### src/rtl/mem_port_arbiter.sv
// Merges NCH sram-like master ports onto one sram-like slave port, tracking
// the owner of each accepted request in an in-order ID FIFO to route responses.
module mem_port_arbiter #(
    parameter int unsigned NCH     = 2,
    parameter int unsigned AW      = 32,
    parameter int unsigned DW      = 32,
    parameter int unsigned DEPTH   = 4,
    parameter int unsigned RR_MODE = 0
) (
    input  logic                           clk,
    input  logic                           reset,
    input  logic [NCH-1:0]                 m_req,
    input  logic [NCH-1:0]                 m_wr,
    input  logic [2*NCH-1:0]               m_size,
    input  logic [NCH*(DW/8)-1:0]          m_wstrb,
    input  logic [NCH*AW-1:0]              m_addr,
    input  logic [NCH*DW-1:0]              m_wdata,
    output logic [NCH-1:0]                 m_addr_ok,
    output logic [NCH-1:0]                 m_data_ok,
    output logic [DW-1:0]                  m_rdata,
    output logic                           s_req,
    output logic                           s_wr,
    output logic [1:0]                     s_size,
    output logic [DW/8-1:0]                s_wstrb,
    output logic [AW-1:0]                  s_addr,
    output logic [DW-1:0]                  s_wdata,
    input  logic                           s_addr_ok,
    input  logic                           s_data_ok,
    input  logic [DW-1:0]                  s_rdata,
    output logic [$clog2(DEPTH):0]         outstanding,
    output logic                           err_spurious
);

    localparam int unsigned SW = DW / 8;
    localparam int unsigned PW = $clog2(DEPTH);
    localparam int unsigned CW = PW + 1;
    localparam int unsigned IW = $clog2(NCH);

    logic [IW-1:0] fifo_q [DEPTH];
    logic [PW-1:0] rd_ptr_q, rd_ptr_d;
    logic [PW-1:0] wr_ptr_q, wr_ptr_d;
    logic [CW-1:0] cnt_q, cnt_d;
    logic [IW-1:0] rr_ptr_q, rr_ptr_d;
    logic          err_q, err_d;

    logic          fix_found, rr_found, gnt_v, not_full;
    logic [IW-1:0] fix_idx, rr_idx, gnt_idx, rr_cand, head;
    logic          push, pop;
    int            rr_sum;

    // Arbitration: fixed picks the highest requesting index, RR the first at/after rr_ptr.
    always_comb begin
        fix_found = 1'b0;
        fix_idx   = '0;
        for (int i = 0; i < NCH; i++) begin
            if (m_req[i]) begin
                fix_found = 1'b1;
                fix_idx   = IW'(i);
            end
        end
        rr_found = 1'b0;
        rr_idx   = '0;
        rr_sum   = 0;
        rr_cand  = '0;
        for (int k = NCH - 1; k >= 0; k--) begin
            rr_sum = int'(32'(rr_ptr_q)) + k;
            if (rr_sum >= int'(NCH)) rr_sum = rr_sum - int'(NCH);
            rr_cand = IW'(rr_sum);
            if (m_req[rr_cand]) begin
                rr_found = 1'b1;
                rr_idx   = rr_cand;
            end
        end
    end

    assign not_full = (cnt_q != CW'(DEPTH));
    assign gnt_v    = not_full && ((RR_MODE != 0) ? rr_found : fix_found);
    assign gnt_idx  = (RR_MODE != 0) ? rr_idx : fix_idx;
    assign push     = gnt_v && s_addr_ok;
    assign pop      = s_data_ok && (cnt_q != '0);
    assign head     = fifo_q[rd_ptr_q];

    // Slave-side field mux and per-channel handshake fan-out.
    always_comb begin
        s_req     = gnt_v;
        s_wr      = 1'b0;
        s_size    = '0;
        s_wstrb   = '0;
        s_addr    = '0;
        s_wdata   = '0;
        m_addr_ok = '0;
        m_data_ok = '0;
        m_rdata   = pop ? s_rdata : '0;
        for (int i = 0; i < NCH; i++) begin
            if (gnt_v && (gnt_idx == IW'(i))) begin
                s_wr         = m_wr[i];
                s_size       = m_size[2*i +: 2];
                s_wstrb      = m_wstrb[SW*i +: SW];
                s_addr       = m_addr[AW*i +: AW];
                s_wdata      = m_wdata[DW*i +: DW];
                m_addr_ok[i] = s_addr_ok;
            end
            if (pop && (head == IW'(i))) m_data_ok[i] = 1'b1;
        end
    end

    always_comb begin
        wr_ptr_d = push ? wr_ptr_q + PW'(1) : wr_ptr_q;
        rd_ptr_d = pop  ? rd_ptr_q + PW'(1) : rd_ptr_q;
        case ({push, pop})
            2'b10:   cnt_d = cnt_q + CW'(1);
            2'b01:   cnt_d = cnt_q - CW'(1);
            default: cnt_d = cnt_q;
        endcase
        rr_ptr_d = rr_ptr_q;
        if (push) rr_ptr_d = (gnt_idx == IW'(NCH - 1)) ? '0 : gnt_idx + IW'(1);
        err_d = err_q || (s_data_ok && (cnt_q == '0));
    end

    always_ff @(posedge clk) begin
        if (reset) begin
            rd_ptr_q <= '0;
            wr_ptr_q <= '0;
            cnt_q    <= '0;
            rr_ptr_q <= '0;
            err_q    <= 1'b0;
            for (int i = 0; i < DEPTH; i++) fifo_q[i] <= '0;
        end else begin
            rd_ptr_q <= rd_ptr_d;
            wr_ptr_q <= wr_ptr_d;
            cnt_q    <= cnt_d;
            rr_ptr_q <= rr_ptr_d;
            err_q    <= err_d;
            if (push) fifo_q[wr_ptr_q] <= gnt_idx;
        end
    end

    assign outstanding  = cnt_q;
    assign err_spurious = err_q;

endmodule

### config.mk
export PLATFORM = sky130hd
export DESIGN_NAME = mem_port_arbiter
export DESIGN_NICKNAME = d
export VERILOG_FILES = /design/src/rtl/mem_port_arbiter.sv
export SDC_FILE = /design/constraint.sdc
export NUM_CORES = 1
export LEC_CHECK = 0
export CELL_PAD_IN_SITES_DETAIL_PLACEMENT = 1
export CELL_PAD_IN_SITES_GLOBAL_PLACEMENT = 1
export CORE_MARGIN = 4
export CORE_UTILIZATION = 13
export CTS_CLUSTER_SIZE = 12
export DETAILED_ROUTE_END_ITERATION = 16
export GPL_TIMING_DRIVEN = 0
export MAX_ROUTING_LAYER = met4
export PLACE_DENSITY_LB_ADDON = 0.08
export SETUP_SLACK_MARGIN = 0.02
export SLEW_MARGIN = 20
export SYNTH_ARGS = -nofsm -noshare
export SYNTH_HDL_FRONTEND = slang
export SYNTH_SLANG_ARGS = --single-unit
### constraint.sdc
create_clock -name clk -period 3.55 [get_ports clk]
set_input_delay 1.065 -clock clk [delete_from_list [all_inputs] [get_ports clk]]
set_output_delay 1.065 -clock clk [all_outputs]
set_load 0.005 [all_outputs]
==> results of run 1 <==
[final cells by class]
| type | instances | area, sq um | share of cell area, % |
|---|---|---|---|
| inverter | 6 | 22.5 | 0.442 |
| timing repair buffer | 310 | 2990 | 58.6 |
| tap | 172 | 215 | 4.22 |
| multi-input combinational | 153 | 1190 | 23.3 |
| clock buffer | 4 | 88.8 | 1.74 |
| sequential | 14 | 320 | 6.29 |
| buffer | 20 | 270 | 5.30 |
| antenna | 1 | 2.50 | 0.0491 |
[worst max-delay path: cells and delay by family]
family	cells	cell delay [ns]
AOI/OAI and AO/OA	1	0.25
buffers and inverters	6	0.93
and+or+nand+nor	1	0.16
[repair_timing]
| action | 4_1_cts | 5_1_grt |
|---|---|---|
| resized for setup | 127 | 20 |
| setup buffers | 14 | 3 |
| setup endpoints to repair | 106 | 22 |
| cloned | 2 | 0 |
| pin swaps | 3 | 1 |
[per-stage QoR]
step | cell area, sq um | instances | hold slack (ns) | util [%]
6_report | 5100 | 680 | 0.473 | 40.2
3_5_place_dp | 4820 | 656 | 0.467 | 38.0
2_1_floorplan | 1690 | 193 | 0.460 | -
3_3_place_gp | 4820 | 656 | 0.468 | 38.0
5_1_grt | 5100 | 680 | 0.511 | 40.2
4_1_cts | 5060 | 676 | 0.480 | 40.0
[how the worst max path moves through the flow]
stage / end / from / cells after the start / slack [ns]
floorplan: s_addr[0] / m_req[1] / 4 / 0.75
global placement: s_wdata[26] / m_req[1] / 6 / -0.66
detailed placement: s_wdata[26] / m_req[1] / 6 / -0.69
CTS: s_addr[18] / m_req[0] / 6 / 0.01
global route: s_addr[21] / m_req[0] / 8 / 0.02
finish: s_addr[16] / m_req[0] / 8 / 0.07
[placed cells by master (no fill, tap or decap), drive strengths merged]
| master | Yosys | layout |
|---|---|---|
| clkdlybuf4s50 | 0 | 212 |
| a22o | 71 | 71 |
| dlygate4sd2 | 0 | 55 |
| buf | 16 | 36 |
| and2 | 34 | 34 |
| clkdlybuf4s15 | 0 | 18 |
| nor2 | 12 | 12 |
| clkbuf | 4 | 11 |
| dfxtp | 10 | 10 |
| inv | 6 | 6 |
| a21oi | 5 | 5 |
| edfxtp | 4 | 4 |
| o21ai | 4 | 4 |
| or3 | 3 | 3 |
| xor2 | 3 | 3 |
| nor3 | 3 | 3 |
| nor3b | 3 | 3 |
| dlymetal6s2s | 0 | 2 |
| diode | 0 | 1 |
| o31a | 1 | 1 |
| or3b | 1 | 1 |
| o211ai | 1 | 1 |
| nand2b | 1 | 1 |
| a41o | 1 | 1 |
| mux4 | 1 | 1 |
| nor2b | 1 | 1 |
| a21o | 1 | 1 |
| nand4b | 1 | 1 |
| and3 | 1 | 1 |
| a31o | 1 | 1 |
| o311ai | 1 | 1 |
| xnor2 | 1 | 1 |
| fa | 1 | 1 |
| ha | 1 | 1 |
[power by group through the flow]
stage                     clock, mW  sequential (mW)  combinational (mW)
after floorplan                   0            0.245               0.506
after global routing          0.244            0.263                1.43
after global placement            0            0.255                1.31
after detailed placement          0            0.258                1.33
after CTS                     0.236            0.257                1.34
final                         0.232            0.255                1.32
[routing by layer]
layer	vias to the layer above	routed length, microns	track usage (%)
met3	8	1180	5.20
met1	1324	4920	18.1
li1	1371	-	-
met2	120	7150	32.0
met4	0	175	2.38
met5	-	0	-
[cell families (layout without fill, tap and decap cells)]
| family | after synthesis | count (layout) |
|---|---|---|
| AO/OA/AOI/OAI | 86 | 86 |
| buffers and inverters | 26 | 340 |
| flip-flops | 14 | 14 |
| XOR/XNOR | 4 | 4 |
| adder cells (fa/ha/maj) | 2 | 2 |
| other | 0 | 1 |
| multiplexers | 1 | 1 |
| AND/OR/NAND/NOR | 60 | 60 |
==> reports/qor.yml, run 1 <==
cts-root-buf: "clkbuf_16"
crit_chain: "clkdlybuf4s15_2, nor3b_4, buf_6, buf_6, buf_4, buf_6, a22o_1, clkdlybuf4s15_1"
synth_compound_gate_area_share_pct: 42.6
synth_cell_type_count: 34
crit_fanout: 5
combPwrFrac_pct: 73.0
hold_buffers: 0
synth_top_area_share_pct: 36.2
synth_xor_area_share_pct: 2.07
switching_share_pct: 32.8
final-setup-viol-count: 0
power.leakage_nw: 2.24
ys_top_cells_by_area: "a22o_1, and2_1, dfxtp_1"
crit_top_cell: "buf_6"
max_freq_ghz: 0.288
r2r_end: "outstanding[2]$_SDFFE_PP0P_"
ys_seq_area_share_pct: 18.9
fin_setup_tns_ns: 0
die_x_microns: 122
min_to: "err_spurious$_SDFF_PP0_"
timing.final.crit_share_pct: 97.9
nets: 690
period_minus_slack_ns: 3.48
fin_skew_ns: 0.000662
synth_cells: 193
switchingPower_uw: 591
postRouteAntennaNets: 0
cts_tree: "yes"
netlist_area_sq_um: 1690
vias: 2823
ff2ff_setup_slack_ns: 1.03
layout_setup_ws_ns: 0.0741
yosysMostFrequentCell: "a22o_1"
finalMaxSlewViolations: 0
slew_headroom_pct: 65.4
gr-total-overflow: 0
drtIter0Drc: 64
synthToLayoutAreaGrowth_pct: 201
startpoint_type: "input port"
dr.pass1.iters: 4
power_density_nw_per_um2: 354
wirelength_microns: 13400
max_stage_delay_ns: 0.25
rsz0062_at_grt: "false"
numPortBuffers: 291
yosysTopAreaCell: "a22o_1"
die_y_microns: 122
synth_top_family_by_area: "compound AO/OA/AOI/OAI gates"
cts.sink_count: 14
clk_pin_slew_worst_paths_ns: 0.05
grt_start_max_net_pins: 11
ys_async_sr_fraction_pct: 0
hp-start: "err_spurious$_SDFF_PP0_"
syn_area_per_cell_sq_um: 8.77
rows: 41
cap_viol_max_count: 0
place_hpwl_microns: 11500
vias_per_cell: 4.15
hold_depth: 2
synthMuxAreaShare_pct: 1.33
seqPwrFrac_pct: 14.2
critPathSlowestCell: "a22o_1"
numCtsBuffers: 3
crit_arrival_ns: 2.41
antenna_found_initial: 1
fillCellCount: 1505
dieArea_sq_um: 14900
tightest_slew_ns: 0.517
h-tree-depth: 1
synthAdderAreaFrac_pct: 1.92
grtUsageTotal_pct: 17.1
synth_common_cells: "a22o_1, and2_1, nor2_1"
wire_per_inst_microns: 19.7
p_clk_share_pct: 12.8
drive_above_1_share_pct: 10.8
reg2reg_depth: 9
hold_viol: 0
hp-class: "flip-flop to flip-flop"
post-route-drc-count: 0
synth_edf_count: 4
yosys_warnings: 0
ir_drop_mv: 0.276
cp_data_required_time_ns: 2.48
endpoint_kind: "primary output"
grt_pass1_wl_microns: 19100
ios: 292
routabilityCongestion: 0.779
p_total_mw: 1.80
clk_latency_ns: 0.24
ys_seq_elements: 14
critPathKind: "input port to primary output"
grt_pass1_vias: 3017
syn_nets: 375
initial_core_util_pct: 13.4
timing.rr.start: "outstanding[2]$_SDFFE_PP0P_"
coreArea_sq_um: 12700
pre_cts_slack_ns: -0.691
status: "finished clean"
internal-power_mw: 1.21
synth-main-ff-cell: "dfxtp_1"
clock_path_buffers: 2
synthSimpleGateAreaFrac_pct: 21.2
(Power assumes the default switching activity.)
==> run 2: changes to the inputs <==
--- a/config.mk
+++ b/config.mk
@@ -5,10 +5,10 @@
 export SDC_FILE = /design/constraint.sdc
 export NUM_CORES = 1
 export LEC_CHECK = 0
-export CELL_PAD_IN_SITES_DETAIL_PLACEMENT = 1
-export CELL_PAD_IN_SITES_GLOBAL_PLACEMENT = 1
+export CELL_PAD_IN_SITES_DETAIL_PLACEMENT = 0
+export CELL_PAD_IN_SITES_GLOBAL_PLACEMENT = 2
 export CORE_MARGIN = 4
-export CORE_UTILIZATION = 13
+export CORE_UTILIZATION = 10
 export CTS_CLUSTER_SIZE = 12
 export DETAILED_ROUTE_END_ITERATION = 16
 export GPL_TIMING_DRIVEN = 0
==> reports/qor.yml, run 2 (synthesized netlist as in run 1, its figures left out) <==
ff2ff_setup_slack_ns: 1.14  # was 1.03 ns
seq_area_sq_um: 320  # unchanged
fin_setup_tns_ns: 0  # unchanged
crit_start: "m_req[0]"  # unchanged
clk_latency_ns: 0.24  # about the same
cts.sink_count: 14  # unchanged
grt_start_max_net_pins: 11  # unchanged
period_minus_slack_ns: 3.44  # was 3.48 ns
final-setup-viol-count: 0  # unchanged
clock_path_buffers: 2  # unchanged
fillCellCount: 1773  # was 1505
cts-root-buf: "clkbuf_16"  # unchanged
ir_drop_mv: 0.258  # was 0.276 mV
max_freq_ghz: 0.291  # was 0.288 GHz
startpoint_type: "input port"  # unchanged
die_y_microns: 138  # was 122 microns
cp_data_required_time_ns: 2.48  # about the same
finalMaxSlewViolations: 0  # unchanged
cts_tree: "yes"  # unchanged
grt_pass1_vias: 2841  # was 3017
grtUsageTotal_pct: 13.9  # was 17.1%
vias: 2792  # was 2823
die_x_microns: 138  # was 122 microns
rsz0062_at_grt: "false"  # unchanged
grt_pass1_wl_microns: 20100  # was 19100 microns
post-route-drc-count: 0  # unchanged
timing.rr.start: "outstanding[2]$_SDFFE_PP0P_"  # unchanged
crit_fanout: 8  # was 5
gr-total-overflow: 0  # unchanged
hold_viol: 0  # unchanged
power.leakage_nw: 2.28  # was 2.24 nW
coreArea_sq_um: 16600  # was 12700 sq um
tightest_slew_ns: 0.479  # was 0.517 ns
final_cell_mix: "clkdlybuf4s50_1, a22o_1, dlygate4sd2_1, and2_1, buf_8"  # was clkdlybuf4s50_1, a22o_1, dlygate4sd2_1, and2_1, clkdlybuf4s15_1
wirelength_microns: 13700  # was 13400 microns
vias_per_cell: 3.86  # was 4.15
multiInputGateArea_sq_um: 1190  # unchanged
rows: 47  # was 41
cap_viol_max_count: 0  # unchanged
drtIter0Drc: 72  # was 64
crit_end: "s_wdata[10]"  # was s_addr[16]
synthToLayoutAreaGrowth_pct: 206  # was 201%
postRouteAntennaNets: 0  # unchanged
hp-class: "flip-flop to flip-flop"  # unchanged
r2r_end: "outstanding[2]$_SDFFE_PP0P_"  # unchanged
nets: 686  # was 690
endpoint_kind: "primary output"  # unchanged
final_util_pct: 31.2  # was 40.2%
initial_core_util_pct: 10.2  # was 13.4%
power_density_nw_per_um2: 348  # was 354 nW/um^2
layout_setup_ws_ns: 0.113  # was 0.0741 ns
hold_buffers: 0  # unchanged
routabilityCongestion: 0.865  # was 0.779
antenna_found_initial: 1  # unchanged
final_common_cell: "clkdlybuf4s50_1"  # unchanged
dr.pass1.iters: 7  # was 4
p_total_mw: 1.80  # about the same
status: "finished clean"  # unchanged
drive_above_1_share_pct: 10.9  # was 10.8%
crit_arrival_ns: 2.37  # was 2.41 ns
wire_per_inst_microns: 18.9  # was 19.7 microns
timing.final.crit_share_pct: 96.8  # was 97.9%
numPortBuffers: 291  # unchanged
h-tree-depth: 1  # unchanged
critPathKind: "input port to primary output"  # unchanged
pre_cts_slack_ns: -0.729  # was -0.691 ns
reg2reg_depth: 9  # unchanged
place_hpwl_microns: 11600  # was 11500 microns
dieArea_sq_um: 19100  # was 14900 sq um
ios: 292  # unchanged
slew_headroom_pct: 67.9  # was 65.4%
fin_skew_ns: 0.00532  # was 0.000662 ns
clk_pin_slew_worst_paths_ns: 0.04  # was 0.05 ns
numCtsBuffers: 3  # unchanged
## run 2: cell types whose count changed in the layout (fill, tap and decap cells not counted), sizes merged
cell | before | now
buf | 36 | 33
bufbuf | 0 | 3
clkbuf | 11 | 13
clkdlybuf4s15 | 18 | 5
clkdlybuf4s50 | 212 | 210
dlygate4sd2 | 55 | 64
## run 2: how the worst min path moves through the flow
stage | from | endpoint | cells after the start
floorplan | err_spurious$_SDFF_PP0_ | err_spurious$_SDFF_PP0_ | 2
global placement | err_spurious$_SDFF_PP0_ | err_spurious$_SDFF_PP0_ | 2
detailed placement | err_spurious$_SDFF_PP0_ | err_spurious$_SDFF_PP0_ | 2
CTS | err_spurious$_SDFF_PP0_ | err_spurious$_SDFF_PP0_ | 2
global route | err_spurious$_SDFF_PP0_ | err_spurious$_SDFF_PP0_ | 2
finish | err_spurious$_SDFF_PP0_ | err_spurious$_SDFF_PP0_ | 2
## run 2: layer usage
metal	wire [microns]	up-vias	GRT usage, %
met5	0	-	-
met4	115	0	1.56
met3	773	6	2.73
met2	7690	131	26.8
met1	5080	1293	15.1
li1	-	1362	-
## run 2: cell type report
type	count	area share (%)
clock buffers	4	1.52
inverters	6	0.435
flip-flops and latches	14	6.18
repair buffers	306	58.0
plain buffers	20	5.51
diodes	1	0.0483
multi-input cells	153	22.9
well taps	220	5.31
## run 2: where the power goes
group	internal [mW]	switching [mW]	leakage (nW)
Combinational	0.850	0.482	2.12
Clock	0.152	0.0615	0.0382
Sequential	0.206	0.0491	0.124
## run 2: what timing repair did
| item | in CTS | in global routing |
|---|---|---|
| cloned | 6 | 0 |
| pin swaps | 2 | 0 |
| endpoints found under the setup margin | 106 | 17 |
| gates resized for setup | 143 | 14 |
| setup buffers | 7 | 3 |
## run 2: critical path, stage by stage
cell and delay [ns]:
buf_2 0.12, nor3b_4 0.16, buf_12 0.17, buf_4 0.13, buf_6 0.11, buf_16 0.12
a22o_1 0.22, dlygate4sd2_1 0.26
## run 2: through the flow
step	hold WS [ns]	cell area, sq um	cells
after global routing	0.521	5180	724
after floorplan	0.460	1690	193
after CTS	0.482	5210	721
after global placement	0.464	4880	704
final	0.472	5180	724
after detailed placement	0.460	4880	704
